File: src/rtl/spi_minion_adapter_mc.sv
// SPI minion adapter: per-channel core<->SPI FIFOs with round-robin SPI reads.
// Optional sticky per-channel overflow flags: define SPI_MINION_ADAPTER_MC_OVERFLOW_EN.
module spi_minion_adapter_mc #(
    parameter int NBITS = 12,
    parameter int NCHAN = 4,
    parameter int DEPTH = 2
) (
    input  logic                                       clk,
    input  logic                                       reset,
    input  logic                                       pull_en,
    output logic                                       pull_msg_val,
    output logic                                       pull_msg_spc,
    output logic [NBITS-3:0]                           pull_msg_data,
    input  logic                                       push_en,
    input  logic                                       push_msg_val_wrt,
    input  logic                                       push_msg_val_rd,
    input  logic [NBITS-3:0]                           push_msg_data,
    input  logic [NCHAN*(NBITS-2-$clog2(NCHAN))-1:0]   recv_msg,
    input  logic [NCHAN-1:0]                           recv_val,
    output logic [NCHAN-1:0]                           recv_rdy,
    output logic [NCHAN*(NBITS-2-$clog2(NCHAN))-1:0]   send_msg,
    output logic [NCHAN-1:0]                           send_val,
    input  logic [NCHAN-1:0]                           send_rdy
`ifdef SPI_MINION_ADAPTER_MC_OVERFLOW_EN
    ,
    output logic [NCHAN-1:0]                           overflow
`endif
);

    localparam int CB = $clog2(NCHAN);
    localparam int PW = NBITS - 2 - CB;
    localparam int AW = (DEPTH > 1) ? $clog2(DEPTH) : 1;
    localparam int CW = $clog2(DEPTH) + 1;

    logic [PW-1:0]    cm_mem_r [NCHAN][DEPTH];
    logic [PW-1:0]    mc_mem_r [NCHAN][DEPTH];
    logic [AW-1:0]    cm_wp_r  [NCHAN];
    logic [AW-1:0]    cm_rp_r  [NCHAN];
    logic [AW-1:0]    mc_wp_r  [NCHAN];
    logic [AW-1:0]    mc_rp_r  [NCHAN];
    logic [CW-1:0]    cm_cnt_r [NCHAN];
    logic [CW-1:0]    mc_cnt_r [NCHAN];
    logic [CB-1:0]    rr_r;

    logic [NCHAN-1:0] cm_full_s, cm_empty_s, mc_full_s, mc_empty_s;
    logic [NCHAN-1:0] cm_enq_s, cm_deq_s, mc_enq_s, mc_deq_s;
    logic             wr_req_s, rd_req_s, rd_any_s, rd_gnt_s;
    logic [CB-1:0]    wr_chan_s, gnt_chan_s, cand_s;
    logic [PW-1:0]    wr_payload_s;

    function automatic logic [AW-1:0] ptr_next(input logic [AW-1:0] p);
        logic [AW-1:0] n;
        if (p == AW'(DEPTH - 1)) begin
            n = {AW{1'b0}};
        end else begin
            n = p + AW'(1);
        end
        return n;
    endfunction

    function automatic logic [CW-1:0] cnt_next(input logic [CW-1:0] c, input logic enq, input logic deq);
        logic [CW-1:0] n;
        case ({enq, deq})
            2'b10:   n = c + CW'(1);
            2'b01:   n = c - CW'(1);
            default: n = c;
        endcase
        return n;
    endfunction

    assign wr_req_s     = push_en & push_msg_val_wrt;
    assign rd_req_s     = pull_en & push_msg_val_rd;
    assign wr_chan_s    = push_msg_data[NBITS-3:PW];
    assign wr_payload_s = push_msg_data[PW-1:0];

    // Occupancy status and per-queue enqueue/dequeue strobes
    always_comb begin
        cm_full_s  = {NCHAN{1'b0}};
        cm_empty_s = {NCHAN{1'b0}};
        mc_full_s  = {NCHAN{1'b0}};
        mc_empty_s = {NCHAN{1'b0}};
        cm_enq_s   = {NCHAN{1'b0}};
        cm_deq_s   = {NCHAN{1'b0}};
        mc_enq_s   = {NCHAN{1'b0}};
        mc_deq_s   = {NCHAN{1'b0}};
        for (int i = 0; i < NCHAN; i++) begin
            cm_full_s[i]  = (cm_cnt_r[i] == CW'(DEPTH));
            cm_empty_s[i] = (cm_cnt_r[i] == CW'(0));
            mc_full_s[i]  = (mc_cnt_r[i] == CW'(DEPTH));
            mc_empty_s[i] = (mc_cnt_r[i] == CW'(0));
            // ready is occupancy-only, so a full queue never accepts even when draining
            cm_enq_s[i]   = recv_val[i] & ~cm_full_s[i];
            cm_deq_s[i]   = rd_gnt_s & (gnt_chan_s == CB'(i));
            mc_enq_s[i]   = wr_req_s & (wr_chan_s == CB'(i)) & ~mc_full_s[i];
            mc_deq_s[i]   = send_rdy[i] & ~mc_empty_s[i];
        end
    end

    // Round-robin pick of the first non-empty CM queue at or after rr
    always_comb begin
        gnt_chan_s = {CB{1'b0}};
        rd_any_s   = 1'b0;
        cand_s     = {CB{1'b0}};
        for (int k = NCHAN - 1; k >= 0; k--) begin
            cand_s     = rr_r + CB'(k);
            gnt_chan_s = cm_empty_s[cand_s] ? gnt_chan_s : cand_s;
            rd_any_s   = rd_any_s | ~cm_empty_s[cand_s];
        end
        rd_gnt_s = rd_req_s & rd_any_s;
    end

    // SPI-facing and core-facing outputs, forced low while reset is held
    always_comb begin
        pull_msg_val  = reset & rd_gnt_s;
        pull_msg_data = {(NBITS-2){1'b0}};
        if (reset && rd_gnt_s) begin
            pull_msg_data = {gnt_chan_s, cm_mem_r[gnt_chan_s][cm_rp_r[gnt_chan_s]]};
        end else begin
            pull_msg_data = {(NBITS-2){1'b0}};
        end
        pull_msg_spc = reset & ~mc_full_s[wr_chan_s] &
                       (~wr_req_s | (mc_cnt_r[wr_chan_s] < CW'(DEPTH - 1)));
        for (int i = 0; i < NCHAN; i++) begin
            recv_rdy[i]           = reset & ~cm_full_s[i];
            send_val[i]           = reset & ~mc_empty_s[i];
            send_msg[i*PW +: PW]  = mc_mem_r[i][mc_rp_r[i]];
        end
    end

    // Queue storage, pointers and occupancy for both directions
    always_ff @(posedge clk or negedge reset) begin
        if (!reset) begin
            for (int i = 0; i < NCHAN; i++) begin
                cm_wp_r[i]  <= {AW{1'b0}};
                cm_rp_r[i]  <= {AW{1'b0}};
                mc_wp_r[i]  <= {AW{1'b0}};
                mc_rp_r[i]  <= {AW{1'b0}};
                cm_cnt_r[i] <= {CW{1'b0}};
                mc_cnt_r[i] <= {CW{1'b0}};
                for (int d = 0; d < DEPTH; d++) begin
                    cm_mem_r[i][d] <= {PW{1'b0}};
                    mc_mem_r[i][d] <= {PW{1'b0}};
                end
            end
        end else begin
            for (int i = 0; i < NCHAN; i++) begin
                if (cm_enq_s[i]) begin
                    cm_mem_r[i][cm_wp_r[i]] <= recv_msg[i*PW +: PW];
                    cm_wp_r[i]              <= ptr_next(cm_wp_r[i]);
                end
                if (cm_deq_s[i]) begin
                    cm_rp_r[i] <= ptr_next(cm_rp_r[i]);
                end
                if (mc_enq_s[i]) begin
                    mc_mem_r[i][mc_wp_r[i]] <= wr_payload_s;
                    mc_wp_r[i]              <= ptr_next(mc_wp_r[i]);
                end
                if (mc_deq_s[i]) begin
                    mc_rp_r[i] <= ptr_next(mc_rp_r[i]);
                end
                cm_cnt_r[i] <= cnt_next(cm_cnt_r[i], cm_enq_s[i], cm_deq_s[i]);
                mc_cnt_r[i] <= cnt_next(mc_cnt_r[i], mc_enq_s[i], mc_deq_s[i]);
            end
        end
    end

    // Round-robin pointer advances past each granted channel
    always_ff @(posedge clk or negedge reset) begin
        if (!reset) begin
            rr_r <= {CB{1'b0}};
        end else if (rd_gnt_s) begin
            rr_r <= gnt_chan_s + CB'(1);
        end else begin
            rr_r <= rr_r;
        end
    end

`ifdef SPI_MINION_ADAPTER_MC_OVERFLOW_EN
    logic [NCHAN-1:0] drop_s;
    logic [NCHAN-1:0] overflow_r;

    assign drop_s   = wr_req_s ? (mc_full_s & ({{(NCHAN-1){1'b0}}, 1'b1} << wr_chan_s)) : {NCHAN{1'b0}};
    assign overflow = overflow_r;

    // Sticky record of writes dropped on a full MC queue
    always_ff @(posedge clk or negedge reset) begin
        if (!reset) begin
            overflow_r <= {NCHAN{1'b0}};
        end else begin
            overflow_r <= overflow_r | drop_s;
        end
    end
`endif

endmodule

File: config.mk
export PLATFORM = sky130hd
export DESIGN_NAME = spi_minion_adapter_mc
export DESIGN_NICKNAME = d
export VERILOG_FILES = /design/src/rtl/spi_minion_adapter_mc.sv
export SDC_FILE = /design/constraint.sdc
export NUM_CORES = 1
export LEC_CHECK = 0
export CAP_MARGIN = 0
export CORE_MARGIN = 3
export CORE_UTILIZATION = 40
export CTS_CLUSTER_DIAMETER = 60
export CTS_CLUSTER_SIZE = 40
export DETAILED_ROUTE_END_ITERATION = 8
export GPL_ROUTABILITY_DRIVEN = 0
export PLACE_DENSITY = 0.6
export SLEW_MARGIN = 20
export SYNTH_ARGS = -nofsm -noshare
export SYNTH_HDL_FRONTEND = slang
export SYNTH_SLANG_ARGS = --single-unit
File: constraint.sdc
create_clock -name clk -period 6.91 [get_ports clk]
set_input_delay 1.382 -clock clk [delete_from_list [all_inputs] [get_ports clk]]
set_output_delay 1.382 -clock clk [all_outputs]
set_load 0.01 [all_outputs]
# == After elaboration in Yosys (flattened, before gate mapping) ==
# Index checks and enable logic that the tools add are counted.
# op_classes
n_reduce_logical,27
magnitude_cmp,29
n_addsub,36
n_eq_ne,30
bitwise,71
n_mul,0
n_div,0
n_mux,87
n_shift,0
# ops
cell,n
two-way mux 8 bit,23
bitwise mux 16 bit,8
demux 8 bit (select 1 bit),8
"equality test 2 bit, second input constant",20
bitwise AND 1 bit,34
binary-select mux 16 bit (select 2 bit),1
two-way mux 16 bit,2
case mux 2 bit (2 select lines),8
">= comparator 2 bit, second input constant",13
inverter 1 -> 2 bit,13
two-way mux 1 bit,23
"adder 2 x 1 -> 2 bit, second input constant",10
"equality test 2 x 1 -> 1 bit, second input constant",10
logical NOT 2 bit,10
"less-than comparator 2 x 1 -> 1 bit, second input constant",9
inverter 1 bit,18
"adder 1 bit, second input constant",16
nonzero test 2 bit,8
"subtractor 2 x 1 -> 2 bit, second input constant",8
"less-than comparator 2 x 3 -> 1 bit, second input constant",5
binary-select mux 1 bit (select 2 bit),6
two-way mux 2 bit,6
two-way mux 10 bit,1
logical AND 1 bit,9
other kinds (5),11
# totals
ff_bits,162
word_cells,321
output_inout_bits,52
romBits,0
inputBits,56
n_memories,0
latchBits,0
ram_bits,0

# == Logic depth before layout (Yosys ltp) ==
# Gate-level depths: netlist (run 1).
# logic_depth
ltp_word,16
ltp_mapped,12
mapped_depth_nobuf,9

# == Worst setup path after synthesis (run 1) ==
# Ideal clock, no wire load.
# synth_timing
kind,input to output
from,input port push_en
to,output port pull_msg_spc
setup_slack_ps,3336
n_path_buf,0
arrival_ps,2192
t_required_ps,5528
stages,5
path_cell_list,nand2_1 > inv_1 > a21oi_1 > o22ai_1 > nor4b_1
# synth_between
elab_chain_cells,4
# synth_lines
element,line,source
from (decl),14,"input logic push_en,"
bitwise AND 1 bit,71,assign wr_req_s = push_en & push_msg_val_wrt;
inverter 1 bit,122,(~wr_req_s | (mc_cnt_r[wr_chan_s] < CW'(DEPTH - 1)));
bitwise OR 1 bit,122,
bitwise AND 1 bit,121,pull_msg_spc = reset & ~mc_full_s[wr_chan_s] &
to (decl),12,"output logic pull_msg_spc,"
# No other way between the ends.

# == Final worst setup path (run 1) ==
# layout_timing
from,register rr_r[1]
to,output port pull_msg_data[1]
# layout_between
elab_chain_cells,16
elab_cells_between_ends,36
classes_between,3 x add/sub; 22 x mux; 10 x bitwise; 1 x reduce/logical
# layout_lines
element,line,source
from (decl),43,logic [CB-1:0] rr_r;
from (signal assigned),170,rr_r <= {CB{1'b0}};
from (signal assigned),172,rr_r <= gnt_chan_s + CB'(1);
from (signal assigned),174,rr_r <= rr_r;
adder 2 bit,105,cand_s = rr_r + CB'(k);
binary-select mux 1 bit (select 2 bit),"106, 107",
two-way mux 1 bit (implied by the code),"106, 107",
two-way mux 2 bit (4 in series),106,gnt_chan_s = cm_empty_s[cand_s] ? gnt_chan_s : cand_s;
inverter 2 -> 3 bit (implied by the code),117,"pull_msg_data = {gnt_chan_s, cm_mem_r[gnt_chan_s][cm_rp_r[gnt_chan_s]]};"
binary-select mux 1 bit (select 2 bit),117,
two-way mux 1 bit (implied by the code) (2 in series),117,
inverter 1 -> 2 bit (implied by the code),117,
two-way mux 8 bit (implied by the code) (3 in series),117,
two-way mux 10 bit *,116,if (reset && rd_gnt_s) begin
to (decl),13,"output logic [NBITS-3:0] pull_msg_data,"
# Every way passes the cells marked *; elsewhere a longest branch is shown, timed or not. The select of a mux whose other input is x is not followed.

==> results of run 1 <==
[power by group]
part	internal [mW]	total [mW]	switching, mW
Sequential	1.43	1.79	0.361
Clock	0.498	0.893	0.395
Combinational	1.21	2.18	0.967
Total	3.14	4.86	1.72
[sequential cells by signal (all words and copies together) (netlist names)]
register	cells
cm_rp_r	4
mc_cnt_r	8
cm_mem_r	64
rr_r	2
cm_wp_r	4
mc_rp_r	4
mc_wp_r	4
mc_mem_r	64
cm_cnt_r	8
[cell type report]
cell class,count,share of cell area
sequential,162,0.429
multi-input combinational,393,0.358
timing repair buffer,111,0.117
clock buffer,21,0.0498
tap,229,0.0303
clock inverter,10,0.0101
inverter,17,0.00675
[path summary, 6_finish.rpt]
check,from,to,slack (ns)
setup / recovery,rr_r[1],pull_msg_data[1],1.86
hold / removal,cm_rp_r[2],cm_rp_r[2],0.48
setup reg to reg,rr_r[1],cm_cnt_r[7],4.09
hold reg to reg,cm_rp_r[2],cm_rp_r[2],0.48
max in group asynchronous,reset,cm_mem_r[47],4.90
min in group asynchronous,reset,cm_mem_r[5],1.00
[cell usage in the layout, fill, tap and decap left out, types with 13 or more instances in the layout]
master,netlist,final
clkdlybuf4s50_1,0,106
o21ai_0,18,18
mux2_2,159,159
clkbuf_16,0,17
nand2_1,29,29
dfrtp_1,162,162
nor2_1,22,22
a21oi_1,21,21
xnor2_1,28,28
xor2_1,13,13
inv_1,17,17
[per-stage QoR]
step	power (mW)	std cells	setup WS [ns]	util	area, sq um
floorplan	3.26	595	3.34	-	7620
global placement	3.91	912	2.16	0.485	8890
detailed placement	3.97	912	2.12	0.485	8890
CTS	4.90	943	1.87	0.516	9450
global route	5.19	943	1.65	0.516	9450
finish	4.86	943	1.86	0.516	9450
[worst register-to-register path: stages, from the launching register on]
cell	delay [ns]
dfrtp_1	0.46
nor3b_1	0.31
or3_1	0.24
nand3_1	0.62
and3_1	0.52
ha_1	0.20
xnor2_1	0.16
nor2_1	0.07
xor2_1	0.14
[cells by family after synthesis]
group / synth area share
compound gates: 0.0688
xor+xnor: 0.0471
fa+ha+maj: 0.0131
buf+inv: 0.0249
flops: 0.532
mux: 0.247
simple gates: 0.0670
[routing by layer]
layer / share of wire / up-vias / global-route usage
met1: 0.48 / 2476 / 0.248
li1: - / 2318 / -
met4: 0.0084 / 0 / 0.0441
met3: 0.030 / 6 / 0.0374
met2: 0.48 / 81 / 0.275
met5: 0 / - / 0
==> summary.md, run 1 <==
| Metric | Value |
|---|---|
| Status | `completed` |
| Clk sink count | `162` |
| Mapped Area | `0.00762 sq mm` |
| Initial antenna violation count | `0` |
| Register cell area after layout | `0.00405 sq mm` |
| Cells after synthesis | `595` |
| DRC Markers | `0` |
| Post-CTS Resized | `0` |
| Clk Latency, worst-skew pair | `0.42 ns` |
| Number of flops mapped to enable cells by yosys | `0` |
| Cell count along the critical path | `8` |
| Slew Limit Fails | `0` |
| Fin crit period | `5.05 ns` |
| Drt first pass iters | `5` |
| ANT cells | `0` |
| Vias in the first global route | `5,147` |
| Die Area | `0.0208 sq mm` |
| Async SR Flop Fraction | `1.00` |
| GRT Total Usage | `0.175` |
| Largest net degree at the start of global routing | `84` |
| Gr ovfl total | `0` |
| Peak VDD IR | `0.000236 V` |
| Library cells used by synthesis | `48` |
| Setup-failing EPs final | `0` |
| Multi-input gate area | `0.00338 sq mm` |
| Htree depth | `4` |
| Syn Area/Cell | `12.8 sq um` |
| Startpoint types | `flip-flop` |
| CP delay by family, top | `simple AND/OR/NAND/NOR gates` |
| Worst Path Arrival | `3.67 ns` |
| Net count after synthesis | `659` |
| Cell taking the most area after synthesis | `dfrtp_1` |
| Worst path bufs/invs | `2` |
| Post-route setup TNS | `0 ns` |
| Slowest cell on the critical path | `and3_1` |
| Seq/Total Area, Yosys | `0.532` |
| Synth cell count leaders | `dfrtp_1, mux2_2, nand2_1, xnor2_1, nor2_1` |
| Max-cap viol count | `0` |
| Cell with the most instances after synthesis | `dfrtp_1` |
| Cell count of the worst reg-to-reg path | `8` |
| Period utilization | `0.731` |
| RSZ-0062 raised after global routing | `false` |
| CTS tree | `done` |
| Nets@finish | `766` |
| Synth area leaders | `dfrtp_1, mux2_2, xnor2_1` |
| Fin. Hold Viols | `0` |
| Crit path cell chain | `nor3b_1 > or3_1 > and3_1 > buf_4 > mux2i_1 > a221o_1 > a21oi_1 > clkdlybuf4s50_1` |
| Core ar. | `0.0183 sq mm` |
| Lkg Pwr | `4.00 nW` |
| Layout cell share with drive strength beyond 1 | `0.289` |
| Area growth, synth to finish | `24.0%` |
| Vias per cell | `5.18` |
| Critical Path Sink Type | `output pin` |
| Fillers | `1,559` |
| I/O Buffers | `107` |
| Clock-pin slew of the registers on the worst-case setup and hold paths | `0.06 ns` |
| Yosys warns | `0` |
| Slew margin rel. | `0.388` |
| Initial Util | `0.416` |
| DP HPWL | `12,600 microns` |
| Max Clock Skew | `0.0130 ns` |
| Number of core rows | `49` |
| Worst min path class | `reg -> reg` |
| Post-CTS Setup Bufs | `0` |
| Via count | `4,881` |
| Die height | `144 microns` |
| Hold_ws | `0.479 ns` |
| Antenna viol nets, final | `0` |
| Total CTS buffers | `17` |
| DIE WIDTH | `144 microns` |
| F_max | `198 MHz` |
| Top FF cell, synth | `dfrtp_1` |
| Crit-path max FO | `18` |
| Kind of critical path | `reg -> out` |
| Clock Tree Buf Depth | `2` |
| 1st-iter DRT viols | `311` |
| Clock root buffer | `clkbuf_16` |
| Final wirelength | `17,500 microns` |
| Worst hold stages | `1` |
| Top-area cell type share of the netlist area | `0.532` |
| Required @ worst endpoint | `5.53 ns` |
| Slew of the pin with the lowest slew margin | `0.915 ns` |
| CP peak stage delay | `0.76 ns` |
| #FFs+latches synth | `162` |
| I/O pin count | `108` |
| Wire per inst | `18.5 microns` |
| First-pass GRT wire length | `28,000 microns` |
| Pwr dens | `515 mW/mm^2` |
| Hold buffer count at cts | `0` |
Note: power is estimated with default switching activity, not from simulation.
==> run 2: changes to the inputs <==
- PLACE_DENSITY: 0.6 -> 0.62
- clock period: 6.91 -> 4.2 ns (I/O delays scaled with it)
==> run 2 against run 1 <==
Effect of this change: die area stayed put; worst setup slack worse by 1.8 ns; core utilization is 1.2 points higher; flip-flop and latch count stayed put; first-iteration DRC count is 3.9% lower; routed wire length is 3.5% higher; hold slack worse by 0.18 ns; cell count is 0.95% higher; via count is 3.1% higher; global-route usage is 0.33 points higher; clock skew is 0.0018 ns higher; largest cell class unchanged.
==> summary.md, run 2 (synthesized netlist as in run 1, its figures left out) <==
| Metric | Value |
|---|---|
| Status | `completed (unchanged)` |
| Fin crit period | `4.10 ns` |
| Largest net degree at the start of global routing | `65 (was 84)` |
| Slew margin rel. | `0.413 (was 0.388)` |
| 1st-iter DRT viols | `299 (was 311)` |
| Core ar. | `0.0183 sq mm (unchanged)` |
| R2r endpoint | `cm_cnt_r[5] (was cm_cnt_r[7])` |
| Number of core rows | `49 (unchanged)` |
| Worst Path Arrival | `3.26 ns (was 3.67 ns)` |
| Vias per cell | `5.29 (was 5.18)` |
| Max Clock Skew | `0.0149 ns (was 0.0130 ns)` |
| Biggest regs | `cm_mem_r (64), mc_mem_r (64) (unchanged)` |
| Reg2reg setup slack | `1.63 ns (was 4.09 ns)` |
| CP peak stage delay | `0.57 ns (was 0.76 ns)` |
| Period utilization | `0.976` |
| Clock-pin slew of the registers on the worst-case setup and hold paths | `0.08 ns (was 0.06 ns)` |
| Post-place setup slack | `0.468 ns (was 2.12 ns)` |
| Initial antenna violation count | `0 (unchanged)` |
| Total CTS buffers | `17 (unchanged)` |
| Initial Util | `0.416 (unchanged)` |
| Htree depth | `4 (unchanged)` |
| Met3 Wirelength | `924 microns (was 530 microns)` |
| Slew Limit Fails | `0 (unchanged)` |
| ANT cells | `0 (unchanged)` |
| Die height | `144 microns (unchanged)` |
| Crit-path max FO | `27 (was 18)` |
| Gr ovfl total | `0 (unchanged)` |
| Cell count of the worst reg-to-reg path | `8 (unchanged)` |
| Setup-failing EPs final | `0 (unchanged)` |
| Via count | `5,034 (was 4,881)` |
| Critical Path Sink Type | `output pin (unchanged)` |
| Final Worst Setup Slack | `0.102 ns (was 1.86 ns)` |
| RSZ-0062 raised after global routing | `false (unchanged)` |
| F_max | `244 MHz` |
| Clock root buffer | `clkbuf_16 (unchanged)` |
| Worst min path class | `in -> async (was reg -> reg)` |
| Final core occ | `0.527 (was 0.516)` |
| DR top layer | `met4 (unchanged)` |
| Clk Latency, worst-skew pair | `0.44 ns (was 0.42 ns)` |
| Commonest non-fill, non-tap cell in the layout | `dfrtp_1 (unchanged)` |
| Inst Count DP | `915 (was 912)` |
| Fin. Hold Viols | `0 (unchanged)` |
| Fillers | `1,529 (was 1,559)` |
| DIE WIDTH | `144 microns (unchanged)` |
| DP HPWL | `12,700 microns (was 12,600 microns)` |
| Die Area | `0.0208 sq mm (unchanged)` |
| Most frequent cells in the layout | `dfrtp_1, mux2_2, clkdlybuf4s50_1 (unchanged)` |
| Crit path cell chain | `or2_4 > or3_4 > and3_1 > buf_6 > mux2i_1 > a221o_1 > a21oi_1 > clkdlybuf4s50_1 (was nor3b_1 > or3_1 > and3_1 > buf_4 > mux2i_1 > a221o_1 > a21oi_1 > clkdlybuf4s50_1)` |
| Post-route setup TNS | `0 ns (unchanged)` |
| Peak VDD IR | `0.000409 V (was 0.000236 V)` |
| Met1 Routed Length | `8280 microns (was 8440 microns)` |
| Kind of critical path | `reg -> out (unchanged)` |
| Drt first pass iters | `5 (unchanged)` |
| Layout cell share with drive strength beyond 1 | `0.308 (was 0.289)` |
| Antenna viol nets, final | `0 (unchanged)` |
| I/O pin count | `108 (unchanged)` |
| Metal2 WL | `8710 microns (was 8370 microns)` |
| Nets@finish | `774 (was 766)` |
| Worst flop-to-flop path startpoint | `cm_cnt_r[2] (was rr_r[1])` |
| Pwr dens | `869 mW/mm^2 (was 515 mW/mm^2)` |
| Slew of the pin with the lowest slew margin | `0.877 ns (was 0.915 ns)` |
| Clk sink count | `162 (unchanged)` |
| Startpoint types | `flip-flop (unchanged)` |
| DRC Markers | `0 (unchanged)` |
| Max-cap viol count | `0 (unchanged)` |
| GRT Total Usage | `0.178 (was 0.175)` |
| Clock Tree Buf Depth | `2 (unchanged)` |
| Required @ worst endpoint | `3.36 ns (was 5.53 ns)` |
| Slowest cell on the critical path | `clkdlybuf4s50_1 (was and3_1)` |
| Lkg Pwr | `4.12 nW (was 4.00 nW)` |
| Hold buffer count at cts | `0 (unchanged)` |
| Post-route non-filler standard cell count | `952 (was 943)` |
| First-pass GRT wire length | `28,600 microns (was 28,000 microns)` |
| Wire per inst | `19.0 microns (was 18.5 microns)` |
| Area growth, synth to finish | `26.8% (was 24.0%)` |
| I/O Buffers | `107 (unchanged)` |
| CTS tree | `done (unchanged)` |
| Final wirelength | `18,100 microns (was 17,500 microns)` |
| Vias in the first global route | `5,377 (was 5,147)` |
[run 2: worst max-delay path by stage]
stage          cells after the start          endpoint  slack [ns]         from
6_report                           8  pull_msg_data[3]        0.10  cm_cnt_r[4]
5_1_grt                            8  pull_msg_data[3]       0.004  cm_cnt_r[4]
4_1_cts                            8  pull_msg_data[2]        0.02  cm_cnt_r[2]
3_5_place_dp                       7  pull_msg_data[7]        0.47  cm_cnt_r[4]
3_3_place_gp                       7  pull_msg_data[7]        0.52  cm_cnt_r[4]
2_1_floorplan                      8  pull_msg_data[0]        1.22  cm_cnt_r[4]
[run 2: metal layers]
metal,vias up,GRT usage
met4,0,0.0441
met3,11,0.0430
met1,2543,0.247
met5,-,0
met2,131,0.284
li1,2349,-
[run 2: worst max-delay path, delay by kind of cell, from the launching register on]
family	cells	cell delay, ns
AOI/OAI and AO/OA	2	0.54
and+or+nand+nor	3	0.90
buffers and inverters	2	0.76
muxes	1	0.18
DFF	1	0.44
[run 2: metrics by stage]
step / power, mW / hold slack, ns / area (sq um)
final: 8.40 / 0.299 / 9660
after floorplan: 5.37 / 0.442 / 7620
after detailed placement: 6.55 / 0.486 / 8910
after global routing: 8.92 / 0.310 / 9660
after CTS: 8.24 / 0.294 / 9540
after global placement: 6.42 / 0.478 / 8910
[run 2: timing repair]
item,4_1_cts,5_1_grt
pin swaps,1,1
buffers inserted,3,1
gates resized for setup,0,18
gates cloned,0,1
endpoints found under the setup margin,2,8
[run 2: cell type report]
type                       instances  area [sq um]  share of cell area
clock inverter                    15           185              0.0192
multi-input combinational        394          3480               0.360
sequential                       162          4050               0.419
tap                              229           287              0.0296
timing repair buffer             118          1170               0.121
inverter                          17          63.8             0.00660
clock buffer                      17           425              0.0440
[run 2: power breakdown]
group          total [mW]  internal, mW  switching (mW)
logic                3.90          2.18            1.72
clock network        1.57         0.809           0.757
registers            2.94          2.35           0.588
==> run 3: changes to the inputs <==
- SLEW_MARGIN: 20 -> not set
==> results of run 3 <==
Same layout as run 2: the final DEF is identical, and so are final timing and power.
